===== config.mk =====
export PLATFORM = sky130hd
export DESIGN_NAME = mips_multicycle_ctrl
export DESIGN_NICKNAME = d
export VERILOG_FILES = /design/src/rtl/mips_multicycle_ctrl.sv
export SDC_FILE = /design/constraint.sdc
export NUM_CORES = 1
export LEC_CHECK = 0
export ABC_AREA = 1
export CAP_MARGIN = 10
export CORE_UTILIZATION = 30
export CTS_BUF_LIST = sky130_fd_sc_hd__clkbuf_4 sky130_fd_sc_hd__clkbuf_8
export DETAILED_ROUTE_END_ITERATION = 7
export PLACE_DENSITY_LB_ADDON = 0.15
export SLEW_MARGIN = 15
export SYNTH_ARGS = -nofsm -noshare
export SYNTH_HDL_FRONTEND = slang
export SYNTH_SLANG_ARGS = --single-unit

===== constraint.sdc =====
create_clock -name clk -period 1.7 [get_ports clk]
set_input_delay 0.17 -clock clk [delete_from_list [all_inputs] [get_ports clk]]
set_output_delay 0.17 -clock clk [all_outputs]
set_load 0.05 [all_outputs]

===== src/rtl/mips_multicycle_ctrl.sv =====
// ----------------------------------------------------------------------------
// mips_multicycle_ctrl
//
// Main control FSM for the multi-cycle MIPS datapath. A single shared
// ALU/memory is sequenced through fetch, decode, execute, memory and
// writeback steps. Memory states (FETCH, MEMRD, MEMWR) are stretched by the
// MemReady handshake, and a wait counter flags a sticky MemTimeout when a
// memory access takes MEM_WAIT_MAX stalled cycles (0 disables the check).
//
// Ports:
//   clk, reset          clock and synchronous active-high reset
//   Op                  opcode from the instruction register
//   Zero                ALU zero flag (branch resolution)
//   MemReady            memory completes its access this cycle
//   PCEn, IorD, MemRead, MemWrite, IRWrite         memory / PC control
//   RegDst, MemtoReg, RegWrite                     register file control
//   ALUSrcA, ALUSrcB, ALUOp, PCSrc, ExtZero        datapath selects
//   InstrDone           pulse in an instruction's final cycle
//   Illegal             pulse in DECODE for an unsupported opcode
//   MemTimeout          sticky memory timeout flag, cleared by reset
//   State               current FSM state, for debug
// ----------------------------------------------------------------------------
module mips_multicycle_ctrl #(
    parameter int MEM_WAIT_MAX = 15
) (
    input  logic       clk,
    input  logic       reset,
    input  logic [5:0] Op,
    input  logic       Zero,
    input  logic       MemReady,
    output logic       PCEn,
    output logic       IorD,
    output logic       MemRead,
    output logic       MemWrite,
    output logic       IRWrite,
    output logic       RegDst,
    output logic       MemtoReg,
    output logic       RegWrite,
    output logic       ALUSrcA,
    output logic [1:0] ALUSrcB,
    output logic [1:0] ALUOp,
    output logic [1:0] PCSrc,
    output logic       ExtZero,
    output logic       InstrDone,
    output logic       Illegal,
    output logic       MemTimeout,
    output logic [3:0] State
);

    typedef enum logic [3:0] {
        S_FETCH   = 4'd0,
        S_DECODE  = 4'd1,
        S_MEMADR  = 4'd2,
        S_MEMRD   = 4'd3,
        S_MEMWB   = 4'd4,
        S_MEMWR   = 4'd5,
        S_RTYPEEX = 4'd6,
        S_ALUWB   = 4'd7,
        S_BRANCH  = 4'd8,
        S_IMMEX   = 4'd9,
        S_IMMWB   = 4'd10,
        S_JUMP    = 4'd11
    } state_t;

    localparam logic [5:0] OP_R    = 6'b000000;
    localparam logic [5:0] OP_LW   = 6'b100011;
    localparam logic [5:0] OP_SW   = 6'b101011;
    localparam logic [5:0] OP_BEQ  = 6'b000100;
    localparam logic [5:0] OP_BNE  = 6'b000101;
    localparam logic [5:0] OP_ADDI = 6'b001000;
    localparam logic [5:0] OP_ANDI = 6'b001100;
    localparam logic [5:0] OP_ORI  = 6'b001101;
    localparam logic [5:0] OP_J    = 6'b000010;

    localparam logic [31:0] WAIT_MAX_U = MEM_WAIT_MAX;

    state_t     state_q, state_d;
    logic [3:0] wait_cnt_q, wait_cnt_d;
    logic       timeout_q, timeout_d;
    logic       mem_stall;
    logic       logic_imm;

    // andi/ori share the logical-immediate ALU mode and zero-extension.
    assign logic_imm = (Op == OP_ANDI) || (Op == OP_ORI);

    // State, wait counter and sticky timeout registers.
    always_ff @(posedge clk) begin
        if (reset) begin
            state_q    <= S_FETCH;
            wait_cnt_q <= 4'd0;
            timeout_q  <= 1'b0;
        end else begin
            state_q    <= state_d;
            wait_cnt_q <= wait_cnt_d;
            timeout_q  <= timeout_d;
        end
    end

    // Next-state logic. Memory states hold until MemReady; the unused
    // encodings 12-15 fall back to FETCH through the default arm.
    always_comb begin
        state_d = state_q;
        case (state_q)
            S_FETCH:   if (MemReady) state_d = S_DECODE;
            S_DECODE: begin
                case (Op)
                    OP_LW, OP_SW:             state_d = S_MEMADR;
                    OP_R:                     state_d = S_RTYPEEX;
                    OP_BEQ, OP_BNE:           state_d = S_BRANCH;
                    OP_ADDI, OP_ANDI, OP_ORI: state_d = S_IMMEX;
                    OP_J:                     state_d = S_JUMP;
                    default:                  state_d = S_FETCH;
                endcase
            end
            // Bit 3 separates sw (101011) from lw (100011).
            S_MEMADR:  state_d = Op[3] ? S_MEMWR : S_MEMRD;
            S_MEMRD:   if (MemReady) state_d = S_MEMWB;
            S_MEMWB:   state_d = S_FETCH;
            S_MEMWR:   if (MemReady) state_d = S_FETCH;
            S_RTYPEEX: state_d = S_ALUWB;
            S_ALUWB:   state_d = S_FETCH;
            S_BRANCH:  state_d = S_FETCH;
            S_IMMEX:   state_d = S_IMMWB;
            S_IMMWB:   state_d = S_FETCH;
            S_JUMP:    state_d = S_FETCH;
            default:   state_d = S_FETCH;
        endcase
    end

    // Wait counter: counts stalled memory cycles, clears whenever the state
    // changes and saturates at 15. The timeout flag latches when the count
    // hits the limit; the FSM itself keeps waiting.
    always_comb begin
        mem_stall  = ((state_q == S_FETCH) || (state_q == S_MEMRD) ||
                      (state_q == S_MEMWR)) && !MemReady;
        wait_cnt_d = wait_cnt_q;
        timeout_d  = timeout_q;
        if (state_d != state_q) begin
            wait_cnt_d = 4'd0;
        end else if (mem_stall && (wait_cnt_q != 4'hF)) begin
            wait_cnt_d = wait_cnt_q + 4'd1;
        end
        if ((WAIT_MAX_U != 32'd0) && ({28'd0, wait_cnt_d} == WAIT_MAX_U)) begin
            timeout_d = 1'b1;
        end
    end

    // Output decode. Mostly Moore on state; IRWrite/PCEn in FETCH, InstrDone
    // in MEMWR, PCEn in BRANCH and the IMMEX selects also look at inputs.
    // Every output is held at 0 while reset is asserted.
    always_comb begin
        PCEn       = 1'b0;
        IorD       = 1'b0;
        MemRead    = 1'b0;
        MemWrite   = 1'b0;
        IRWrite    = 1'b0;
        RegDst     = 1'b0;
        MemtoReg   = 1'b0;
        RegWrite   = 1'b0;
        ALUSrcA    = 1'b0;
        ALUSrcB    = 2'b00;
        ALUOp      = 2'b00;
        PCSrc      = 2'b00;
        ExtZero    = 1'b0;
        InstrDone  = 1'b0;
        Illegal    = 1'b0;
        MemTimeout = 1'b0;
        State      = 4'd0;
        if (!reset) begin
            MemTimeout = timeout_q;
            State      = state_q;
            case (state_q)
                S_FETCH: begin
                    MemRead = 1'b1;
                    ALUSrcB = 2'b01;
                    IRWrite = MemReady;
                    PCEn    = MemReady;
                end
                S_DECODE: begin
                    ALUSrcB = 2'b11;
                    case (Op)
                        OP_R, OP_LW, OP_SW, OP_BEQ, OP_BNE,
                        OP_ADDI, OP_ANDI, OP_ORI, OP_J: Illegal = 1'b0;
                        default:                        Illegal = 1'b1;
                    endcase
                end
                S_MEMADR: begin
                    ALUSrcA = 1'b1;
                    ALUSrcB = 2'b10;
                end
                S_MEMRD: begin
                    MemRead = 1'b1;
                    IorD    = 1'b1;
                end
                S_MEMWB: begin
                    RegWrite  = 1'b1;
                    MemtoReg  = 1'b1;
                    InstrDone = 1'b1;
                end
                S_MEMWR: begin
                    MemWrite  = 1'b1;
                    IorD      = 1'b1;
                    InstrDone = MemReady;
                end
                S_RTYPEEX: begin
                    ALUSrcA = 1'b1;
                    ALUOp   = 2'b10;
                end
                S_ALUWB: begin
                    RegDst    = 1'b1;
                    RegWrite  = 1'b1;
                    InstrDone = 1'b1;
                end
                S_BRANCH: begin
                    ALUSrcA   = 1'b1;
                    ALUOp     = 2'b01;
                    PCSrc     = 2'b01;
                    InstrDone = 1'b1;
                    // beq (Op[0]=0) taken on Zero, bne (Op[0]=1) on !Zero.
                    PCEn      = Zero ^ Op[0];
                end
                S_IMMEX: begin
                    ALUSrcA = 1'b1;
                    ALUSrcB = 2'b10;
                    ALUOp   = logic_imm ? 2'b11 : 2'b00;
                    ExtZero = logic_imm;
                end
                S_IMMWB: begin
                    RegWrite  = 1'b1;
                    InstrDone = 1'b1;
                end
                S_JUMP: begin
                    PCSrc     = 2'b10;
                    PCEn      = 1'b1;
                    InstrDone = 1'b1;
                end
                default: begin
                    State = state_q;
                end
            endcase
        end
    end

endmodule


==> results of run 1 <==
through the flow:
stage / cell area [um2] / std cells / setup TNS (ns) / utilization / hold WS (ns)
finish: 1680 / 227 / 0 / 0.594 / 0.455
floorplan: 965 / 151 / -0.157 / - / 0.335
global placement: 1570 / 219 / 0 / 0.556 / 0.436
CTS: 1650 / 227 / -0.00453 / 0.584 / 0.462
global route: 1680 / 227 / -0.146 / 0.594 / 0.493
detailed placement: 1570 / 219 / -0.0317 / 0.556 / 0.447
cell usage in the layout, fill, tap and decap left out, types with 2 or more instances in the layout:
cell,netlist,layout
nor2_1,28,25
nand2_1,29,28
nor2_2,5,4
clkdlybuf4s50_1,0,8
buf_4,0,12
inv_2,9,9
nor3_4,1,2
a31oi_1,4,2
nor2_4,4,8
o21ai_1,1,2
clkbuf_4,0,4
nand4_1,5,5
a21oi_1,7,5
nand2_4,4,5
dfxtp_2,0,2
inv_1,13,12
nand3_1,12,12
buf_12,0,21
a31oi_2,0,2
dfxtp_4,0,2
dfxtp_1,9,5
a21oi_2,0,2
worst paths after layout:
| check | from | endpoint | slack, ns | depth (start not counted) |
|---|---|---|---|---|
| setup reg to reg | state_q[2] | timeout_q | 0.24 | 9 |
| hold reg to reg | timeout_q | timeout_q | 0.46 | 2 |
| setup / recovery | state_q[3] | ALUOp[1] | 0.02 | 8 |
| hold / removal | timeout_q | timeout_q | 0.46 | 2 |
cells by family after synthesis:
logic type | Yosys count | synth area share
DFF | 9 | 0.197
and+or+nand+nor | 98 | 0.570
adders and majority gates | 1 | 0.0137
AOI/OAI and AO/OA | 17 | 0.107
buffers and inverters | 25 | 0.104
xor gates and xnor gates | 1 | 0.00956
layout make-up:
cell class	instances	area, um2
fill	262	1150
inverter	23	90.1
timing repair buffer	43	611
multi-input combinational	117	721
tap	31	38.8
sequential	9	190
clock buffer	4	30.0
timing repair:
item | CTS | global route
gates resized for setup | 8 | 10
setup endpoints to repair | 10 | 14
gates cloned | 0 | 0
hold endpoints to repair | 0 | 0
pin swaps | 4 | 3
buffers inserted | 4 | 0
metal layers:
layer  up-vias  GRT usage  wire length [um]
met5         -          0                 0
met4         0     0.0697                38
met3         6     0.0295                92
met2        28      0.304              1370
met1       520      0.232              1240
li1        585          -                 -
sequential cells by signal (all words and copies together), names as in the netlist:
name,cells
wait_cnt_q,4
timeout_q,1
state_q,4
critical path, delay by kind of cell, from the launching register on:
family          cells  cell delay, ns
compound gates      1            0.16
simple gates        3            0.36
buf+inv             4            0.35
flops               1            0.37
power breakdown:
group | switching, uW | internal, uW
Sequential | 9.61 | 215
Combinational | 146 | 108
Clock | 68.0 | 106
Total | 224 | 429
==> out/metrics.yaml, run 1 <==
timing:
  setup-violations-final: 0
  max_freq_mhz: 597
  skew_ns: 0.00724
  worst_pin_slew_ns: 0.294
  slew_headroom: 0.803
  fin_crit_sh: 0.986
  final-hold-violation-count: 0
  drv_slew: 0
  rsz0062_at_grt: "true"
  fin_crit_ns: 1.68
  worst_slack_ns: 0.0237
synthesis:
  synth_seq_cells: 9
  yosysMostFrequentCell: "nand2_1"
  async_reset_ff_frac: 0
  syn_area_um2: 916
  synthFlopType: "dfxtp_1"
  yosysSeqAreaShare: 0.197
  synth_top_area_frac: 0.197
  yosys.area.top_type: "dfxtp_1"
  syn_nets: 162
  yosysWarnings: 0
  ys_types: 31
  syn_avg_cell_area_um2: 6.07
  synthTopCellsByArea: "dfxtp_1 20%, nand2_1 12%, nor2_1 11%, nand3_1 6.6%, inv_1 5.3%"
  yosys-top-cells-count: "29 x nand2_1, 28 x nor2_1, 13 x inv_1, 12 x nand3_1"
  synth_edf_count: 0
  syn_inst: 151
layout:
  final_nets: 208
  syn_to_final_growth_pct: 83.5
  antenna_cells: 0
  drive_gt1_frac: 0.418
drt:
  drtIter0Drc: 47
  drc: 4
  wl_per_cell_um: 12.1
  dr.pass1.iters: 6
  drt_wl_total_um: 2740
  ant_nets: 0
  vias: 1139
  via_per_inst: 5.02
grt:
  globalRouteOverflowTotal: 0
  grt_max_degree: 15
  grt_pass1_wl_um: 4660
  grt_pass1_vias: 1081
  antenna_found_initial: 0
  grt_use_total: 0.181
clocking:
  clockBufferDepth: 2
  cts_hold_buf: 0
  tritoncts: "done"
  clk_pin_slew_ns: 0.06
  clock_latency_ns: 0.26
  numCtsBuffers: 3
  htree_levels: 1
  clkSinkCount: 9
  root_buffer: "clkbuf_4"
power:
  ir_drop_v: 0.000383
  powerDensity_mw_per_mm2: 389
  leakage_uw: 0.000739
  power_uw: 653
outcome:
  status: "finished, violations left"
  violations: "design-rule violations"
floorplanning:
  initial_core_util: 0.324
  dieArea_mm2: 0.00328
  core_mm2: 0.00283
  fp.dieH_um: 57.3
  rows: 19
  io_pins: 33
  die_x_um: 57.3
worst_setup_path:
  critical_path_required_ns: 1.53
  arrival_ns: 1.51
  cp-end-kind: "output pin"
  crit_slowest_cell: "dfxtp_4"
  timing.critical_path.mode_cell: "inv_2"
  path_cells: "inv_2, nor2_4, inv_2, nor2_4, inv_2, nor3_4, o21bai_4, buf_12"
  start_kind: "register"
  critical_path_class: "register to output pin"
  cp_max_fo: 4
  slowest_delay_ns: 0.37
placement:
  gp_congestion: 0.801
  dp.final_hpwl_um: 2310
  dp_slack_ns: -0.0317
  io_buffers: 32
run:
  drv_cap: 0
worst_hold_path:
  hp-class: "register to register"
No activity file was read; power rests on OpenSTA's default activity.
==> run 2: changes to the inputs <==
--- a/config.mk
+++ b/config.mk
@@ -7,7 +7,8 @@
 export LEC_CHECK = 0
 export ABC_AREA = 1
 export CAP_MARGIN = 10
-export CORE_UTILIZATION = 30
+export CORE_ASPECT_RATIO = 1.5
+export CORE_UTILIZATION = 28
 export CTS_BUF_LIST = sky130_fd_sc_hd__clkbuf_4 sky130_fd_sc_hd__clkbuf_8
 export DETAILED_ROUTE_END_ITERATION = 7
 export PLACE_DENSITY_LB_ADDON = 0.15
==> out/metrics.yaml, run 2 (synthesized netlist as in run 1, its figures left out) <==
outcome:
  status: "finished clean"
timing:
  fin_crit_sh: 0.971  # -0.0146
  worst_slack_ns: 0.0486  # +0.0249 ns
  rsz0062_at_grt: "true"
  hold_slack_ns: 0.429  # -0.0257 ns
  final-hold-violation-count: 0  # unchanged
  worst_pin_slew_ns: 0.318  # +0.0245 ns
  slew_headroom: 0.788  # -0.0150
  drv_slew: 0  # unchanged
  setup-violations-final: 0  # unchanged
  skew_ns: 0.00183  # -0.00541 ns
  fin_crit_ns: 1.65  # -0.0249 ns
  max_freq_mhz: 606  # +1.5%
drt:
  ant_nets: 0  # unchanged
  dr.pass1.iters: 4  # -2
  drc: 0  # -4
  wl_per_cell_um: 12.7  # +5.5%
  vias: 1160  # +1.8%
  drt_wl_total_um: 3030  # +11%
  via_per_inst: 4.87  # -2.9%
  drtIter0Drc: 27  # -43%
clocking:
  root_buffer: "clkbuf_8"
  clkSinkCount: 9  # unchanged
  tritoncts: "done"
  htree_levels: 1  # unchanged
  clock_latency_ns: 0.23  # -0.03 ns
  numCtsBuffers: 3  # unchanged
  clockBufferDepth: 2  # unchanged
  clk_pin_slew_ns: 0.04  # -0.02 ns
placement:
  dpl-instance-area_mm2: 0.00161  # +2.1%
  gp_congestion: 0.809  # +0.95%
  io_buffers: 32  # unchanged
  dp_slack_ns: -0.0251  # +0.00667 ns
  dp.final_hpwl_um: 2540  # +9.9%
grt:
  grt_max_degree: 14  # -1
  grt_pass1_vias: 1173  # +8.5%
  grt_use_total: 0.178  # -0.00286
  grt_pass1_wl_um: 4890  # +5.0%
  antenna_found_initial: 0  # unchanged
  globalRouteOverflowTotal: 0  # unchanged
floorplanning:
  initial_core_util: 0.293  # -0.0310
  die_x_um: 48.7  # -15%
  rows: 25  # +6
  dieArea_mm2: 0.00351  # +7.0%
  core_mm2: 0.00313  # +11%
  fp.dieH_um: 72.0  # +26%
  io_pins: 33  # unchanged
layout:
  final_cell_mix: "28 x nand2_1, 25 x nor2_1, 21 x buf_12"
  final_cell_area_mm2: 0.00172  # +2.6%
  drive_gt1_frac: 0.409  # -0.00928
  final_nets: 210  # +0.96%
  post-route-util: 0.551  # -0.0428
  syn_to_final_growth_pct: 88.3
  antenna_cells: 0  # unchanged
  final_common_cell: "nand2_1"
  largestRegisters: "state_q x4, wait_cnt_q x4, timeout_q x1"
power:
  ir_drop_v: 0.000394  # +3.0%
  powerDensity_mw_per_mm2: 432  # +11%
  leakage_uw: 0.000792  # +7.3%
worst_setup_path:
  cp_max_fo: 5  # +1
  critical_path_class: "register to output pin"
  cp-end-kind: "output pin"
  start_kind: "register"
  arrival_ns: 1.48  # -0.03 ns
  critical_path_required_ns: 1.53  # about the same
worst_hold_path:
  hp-class: "input pin to register"
run:
  drv_cap: 0  # unchanged
[run 2: changes by cell type in the layout (fill, tap and decap cells not counted), sizes merged]
cell,before,now
clkdlybuf4s50,8,4
dlymetal6s2s,0,4
buf,34,36
[run 2: through the flow]
stage               power [uW]  std cells  setup TNS [ns]
detailed placement         479        231         -0.0312
global route               775        238         -0.0186
finish                     745        238               0
floorplan                  361        151          -0.157
global placement           474        231               0
CTS                        750        237               0
[run 2: worst paths after layout]
check | endpoint | cells past startpoint | slack, ns | startpoint
worst max register to register | timeout_q | 9 | 0.27 | state_q[2]
worst max-delay path | ALUOp[0] | 5 | 0.05 | state_q[0]
worst min register to register | timeout_q | 2 | 0.45 | timeout_q
worst min-delay path | state_q[3] | 5 | 0.43 | Op[1]
[run 2: critical path, cell delays in order (launching register included)]
cell     delay (ns)
dfxtp_4        0.37
nor2_4         0.19
inv_1          0.12
nor3_4         0.26
or2_4          0.18
buf_12         0.13
[run 2: layer usage]
layer / vias to the layer above / GRT usage / part of all wire / routed length, um
li1: 591 / - / - / -
met5: - / 0 / 0 / 0
met3: 2 / 0.0314 / 0.034 / 102
met4: 0 / 0.0686 / 0.0053 / 16
met2: 31 / 0.380 / 0.60 / 1820
met1: 536 / 0.158 / 0.36 / 1090
[run 2: area by class of cell]
class | count | area (um2)
repair buffers | 45 | 632
multi-input cells | 117 | 713
well taps | 40 | 50.0
clock buffers | 4 | 48.8
fillers | 302 | 1400
flip-flops and latches | 9 | 190
inverters | 23 | 90.1
[run 2: power breakdown]
group	internal, uW	switching (uW)	total (uW)
clock network	179	85.1	265
logic	108	146	254
registers	216	10.5	226
[run 2: what timing repair did]
item	CTS	global route
pin swaps	5	5
hold endpoints to repair	0	0
cloned	0	0
buffers inserted	2	1
gates resized for setup	9	9
endpoints found under the setup margin	10	7
hold buffers	0	0
==> variant 1: new RTL, config.mk and constraints of run 1 <==
Reset style: asynchronous (`reset`), changed in one clocked block. Comments in the files are not updated.
--- a/src/rtl/mips_multicycle_ctrl.sv
+++ b/src/rtl/mips_multicycle_ctrl.sv
@@ -84,7 +84,7 @@
     assign logic_imm = (Op == OP_ANDI) || (Op == OP_ORI);
 
     // State, wait counter and sticky timeout registers.
-    always_ff @(posedge clk) begin
+    always_ff @(posedge clk or posedge reset) begin
         if (reset) begin
             state_q    <= S_FETCH;
             wait_cnt_q <= 4'd0;
Behaviour: same outputs for any inputs over 10 cycles, from zero or initial values and one cycle with reset high; that may be too few to reach the edited logic, so the function may still have changed.
==> variant 1 against run 1 <==
  * The flow finishes with violations (design-rule violations, negative setup slack)
  * Worst setup slack got worse by 78 ps
  * Synthesized cell count shrank 1.3%
  * Hold slack worse by 110 ps
  * Cell count is 7.0% higher
  * Routed wire length grew 9.5%
  * Sequential cell count stayed put
  * Count of clock-buffer cells in the layout decreased by 1
  * Final area up 15%
  * Area after synthesis grew 1.4%
  * Clock skew about the same
  * Non-clock buffer count rose by 18
  * Critical path type unchanged
Power is not compared: it rests on default switching activity, and its combinational part moved more than twofold at a synthesized area within 25%.
==> variant 1: results (changes against run 1) <==
** Outcome
- Status :: finished with violations
- Violations in the final reports :: design-rule violations, negative setup slack

** Logic synthesis
- Ranked by total cell area, the synthesized netlist is headed by sky130_fd_sc_hd__dfrtp_1 (24%), sky130_fd_sc_hd__nor2_1 (13%), sky130_fd_sc_hd__nand2_1 (11%).
- Among all flip-flop cells after synthesis, the most frequent one is sky130_fd_sc_hd__dfrtp_1.
- The fraction of registers with async set/reset is 1.00 (+1.00).
- Post-synthesis net count :: 160 (-1.2%)
- Leading cell types by count after synthesis :: sky130_fd_sc_hd__nor2_1 (31), sky130_fd_sc_hd__nand2_1 (27), sky130_fd_sc_hd__inv_1 (25)

** Setup path
- Among all stages on the critical path, the largest delay is contributed by sky130_fd_sc_hd__dfrtp_2.
- CP max stage delay :: 470 ps (+100 ps)
- Dominant delay contributor by cell family on the critical path :: simple AND/OR/NAND/NOR gates
- Arrival time worst endpoint :: 1580 ps (+70 ps)

** Detailed routing
- The wire length on met2 came to 1680 um (+23%).
- Post-Route M1 WL :: 1210 um (-2.7%)
- The total length of routed met3 wires was 86 um (-6.5%).
- The routed wirelength normalized by instance count came to 12.3 um (+2.3%).
- DRC violations left :: 3 (-1)
- Drt initial violations :: 43 (-8.5%)

** Global route
- Initial antenna violation count :: 0 (unchanged)
- The number of global-route vias before repair was 1167 (+8.0%).
- First-pass GRT wire length :: 4880 um (+4.7%)
- The aggregate global-route resource usage came to 0.187 (+0.00607).
- Largest net degree at the start of global routing :: 13 (-2)

** Hold path
- Hold Crit Depth :: 3 (+1)
- Worst min-delay path category :: in -> reg

** Placed design
- The placement-stage worst setup slack was -35.5 ps (-3.70 ps).
- Final weighted congestion in routability-driven placement :: 0.822 (+2.6%)
- Half-perimeter wire length after detailed placement :: 2230 um (-3.3%)
- Count of port buffers added during placement :: 32 (unchanged)

** Cells and area
- The number of filler cells placed in the layout is 242 (-7.6%).
- The share of layout cells above drive strength 1 came to 0.519 (+0.101).
- Number of nets in the layout :: 224 (+7.7%)

** Timing
- Final Worst Setup Slack :: -54.6 ps (-78.3 ps)
- Relative slew margins :: 0.747 (-0.0561)
- Count of endpoints failing setup in the final report :: 11 (+11)
- Final Skew :: 7.40 ps (+0.161 ps)
==> variant 1: cell count changes in the layout (fill, tap and decap cells not counted), moves of 3 or more <==
cell                      delta
sky130_fd_sc_hd__inv_1       +4
sky130_fd_sc_hd__dfrtp_1     +5
sky130_fd_sc_hd__nor2_1      -4
sky130_fd_sc_hd__buf_4      +16
sky130_fd_sc_hd__dfxtp_1     -5
sky130_fd_sc_hd__nand2_1     -3
sky130_fd_sc_hd__a21oi_1     -4
sky130_fd_sc_hd__inv_2       +3
sky130_fd_sc_hd__dfrtp_2     +4
==> variant 1: stage by stage <==
stage / std cells / total power [uW] / setup TNS [ps] / area [um^2] / util
3_5_place_dp: 222 / 1650 / -78.2 / 1660 / 0.580
6_report: 243 / 2160 / -285 / 1940 / 0.679
3_3_place_gp: 222 / 1640 / 0 / 1660 / 0.580
4_1_cts: 239 / 2050 / -318 / 1860 / 0.651
5_1_grt: 243 / 2280 / -1220 / 1940 / 0.679
2_1_floorplan: 149 / 1130 / -465 / 996 / -
==> variant 1: cells by family after synthesis <==
| group | Yosys count | synth area share |
|---|---|---|
| xor gates and xnor gates | 2 | 0.0189 |
| DFF | 9 | 0.243 |
| AOI/OAI and AO/OA | 16 | 0.124 |
| adders and majority gates | 1 | 0.0135 |
| buffers and inverters | 31 | 0.125 |
| and+or+nand+nor | 90 | 0.476 |
==> variant 1: per-layer routing <==
layer,vias up,GRT usage
li1,604,-
met1,571,0.210
met2,35,0.375
met3,2,0.0179
met4,0,0.0383
met5,-,0
==> variant 1: worst min-delay path, stage by stage <==
cell                             delay (ps)
sky130_fd_sc_hd__dlymetal6s2s_1         170
sky130_fd_sc_hd__buf_4                  140
sky130_fd_sc_hd__o311ai_1                90
==> variant 1: path summary, 6_finish.rpt <==
kind / start / end / slack (ps)
max in group asynchronous: reset / state_q[3] / 940
worst min register to register: timeout_q / timeout_q / 470
worst min-delay path: Op[3] / state_q[1] / 350
worst max-delay path: state_q[1] / ALUOp[0] / -50
min in group asynchronous: reset / wait_cnt_q[3] / 620
worst max register to register: state_q[3] / timeout_q / 110
==> variant 1: repair_timing <==
action / in CTS / in global routing
setup endpoints to repair: 11 / 17
pin swaps: 17 / 8
hold endpoints to repair: 0 / 0
hold buffers: 0 / 0
resized for setup: 30 / 13
buffers inserted: 13 / 4
==> variant 1: report_power, final <==
group | leakage [uW] | internal [uW] | switching, uW
logic | 0.000805 | 759 | 894
clock network | 0.0000177 | 86.7 | 74.7
registers | 0.000112 | 262 | 80.2
==> variant 1: area by class of cell <==
| type | count | area share |
|---|---|---|
| clock inverter | 1 | 0.00258 |
| sequential | 9 | 0.119 |
| inverter | 29 | 0.0575 |
| tap | 31 | 0.0200 |
| timing repair buffer | 61 | 0.398 |
| multi-input combinational | 109 | 0.391 |
| clock buffer | 3 | 0.0116 |
==> variant 2: new RTL, settings of run 1 <==
Made on the original files. Set the parameter `MEM_WAIT_MAX` to 7 (it was 15).
--- a/src/rtl/mips_multicycle_ctrl.sv
+++ b/src/rtl/mips_multicycle_ctrl.sv
@@ -21,7 +21,7 @@
 //   State               current FSM state, for debug
 // ----------------------------------------------------------------------------
 module mips_multicycle_ctrl #(
-    parameter int MEM_WAIT_MAX = 15
+    parameter int MEM_WAIT_MAX = 7
 ) (
     input  logic       clk,
     input  logic       reset,
Function: changed (a bounded check fails within 10 cycles, from zero or initial values and one cycle with reset high).
==> variant 2 against run 1 <==
  * Worst setup slack lost 19 ps
  * Final area shrank 1.8%
  * Power shrank 0.76%
  * Highest routed layer unchanged
  * Area after synthesis shrank 6.8%
  * Count of clock-buffer cells in the layout is the same
  * Hold slack lost 4.9 ps
  * Routed wire length shrank 2.9%
  * Sequential cell count is the same
  * Critical path type unchanged
==> variant 2: results (changes against run 1) <==
** Timing
- The achievable frequency was 590 MHz (-1.1%).
- The worst hold slack came to 450 ps (-4.86 ps).

** Detailed routing
- Via count :: 1095 (-3.9%)
- Post-DR wirelength/cell :: 12.1 um (+0.17%)
- The number of DRC markers in iteration 0 was 22 (-53%).

** Outcome
- The flow ran to the end, and the final reports show no timing, DRC or antenna violations.

** Setup path
- The cell family contributing the most delay on the critical path is simple AND/OR/NAND/NOR gates.
- The register-to-register path setup slack was 290 ps (+50 ps).
- The number of cells on the worst reg-to-reg path was 10 (+1).
- Critical register-to-register path startpoint :: wait_cnt_q[0]

** Placed design
- Half-perimeter wire length after detailed placement :: 2060 um (-11%)
- Cell total after placement :: 211 (-3.7%)
- Pre-CTS worst setup slack :: -90.7 ps (-58.9 ps)

** Logic synthesis
- Netlist cell types :: 28 (-9.7%)
- The post-synthesis instance total came to 145 (-4.0%).
- Leading cell types by count after synthesis :: sky130_fd_sc_hd__nor2_1 (26), sky130_fd_sc_hd__inv_1 (23), sky130_fd_sc_hd__nand2_1 (22)

** Cells and area
- Proportion of layout cells with a drive suffix above 1 :: 0.416 (-0.00258)
- Number of nets in the layout :: 202 (-2.9%)

** Global route
- The largest net degree at the start of global routing was 21 (+6).

** Clock tree
- The count of cells resized by post-cts repair was 16 (+8).
- Post-CTS Setup Inserts :: 3 (-1)

** Power
- Worst ir drop on vdd :: 0.459 mV (+20%)
- Switching fraction of total power :: 0.337 (-0.00582)
- The clock share of power is 0.265 (about the same).
- Power Density :: 393 nW/um^2 (+1.0%)
## variant 2: area by class of cell
| type | count | area share |
|---|---|---|
| multi-input combinational | 108 | 0.403 |
| timing repair buffer | 43 | 0.378 |
| sequential | 9 | 0.114 |
| inverter | 26 | 0.0637 |
| tap | 30 | 0.0227 |
| clock buffer | 4 | 0.0182 |
## variant 2: metal layers
metal  vias to the layer above  GRT usage
li1                        568          -
met1                       501      0.218
met2                        22      0.308
met3                         4     0.0328
met4                         0     0.0429
met5                         -          0
## variant 2: through the flow
step | TNS [ps] | area [um^2]
floorplan | -345 | 888
global route | -332 | 1650
detailed placement | -190 | 1500
finish | 0 | 1650
CTS | 0 | 1610
global placement | -54.5 | 1500
## variant 2: cell families after synthesis
family,Yosys count,synth area share
compound gates,16,0.113
xor+xnor,2,0.0205
fa+ha+maj,1,0.0147
buf+inv,28,0.123
flops,9,0.211
simple gates,89,0.518
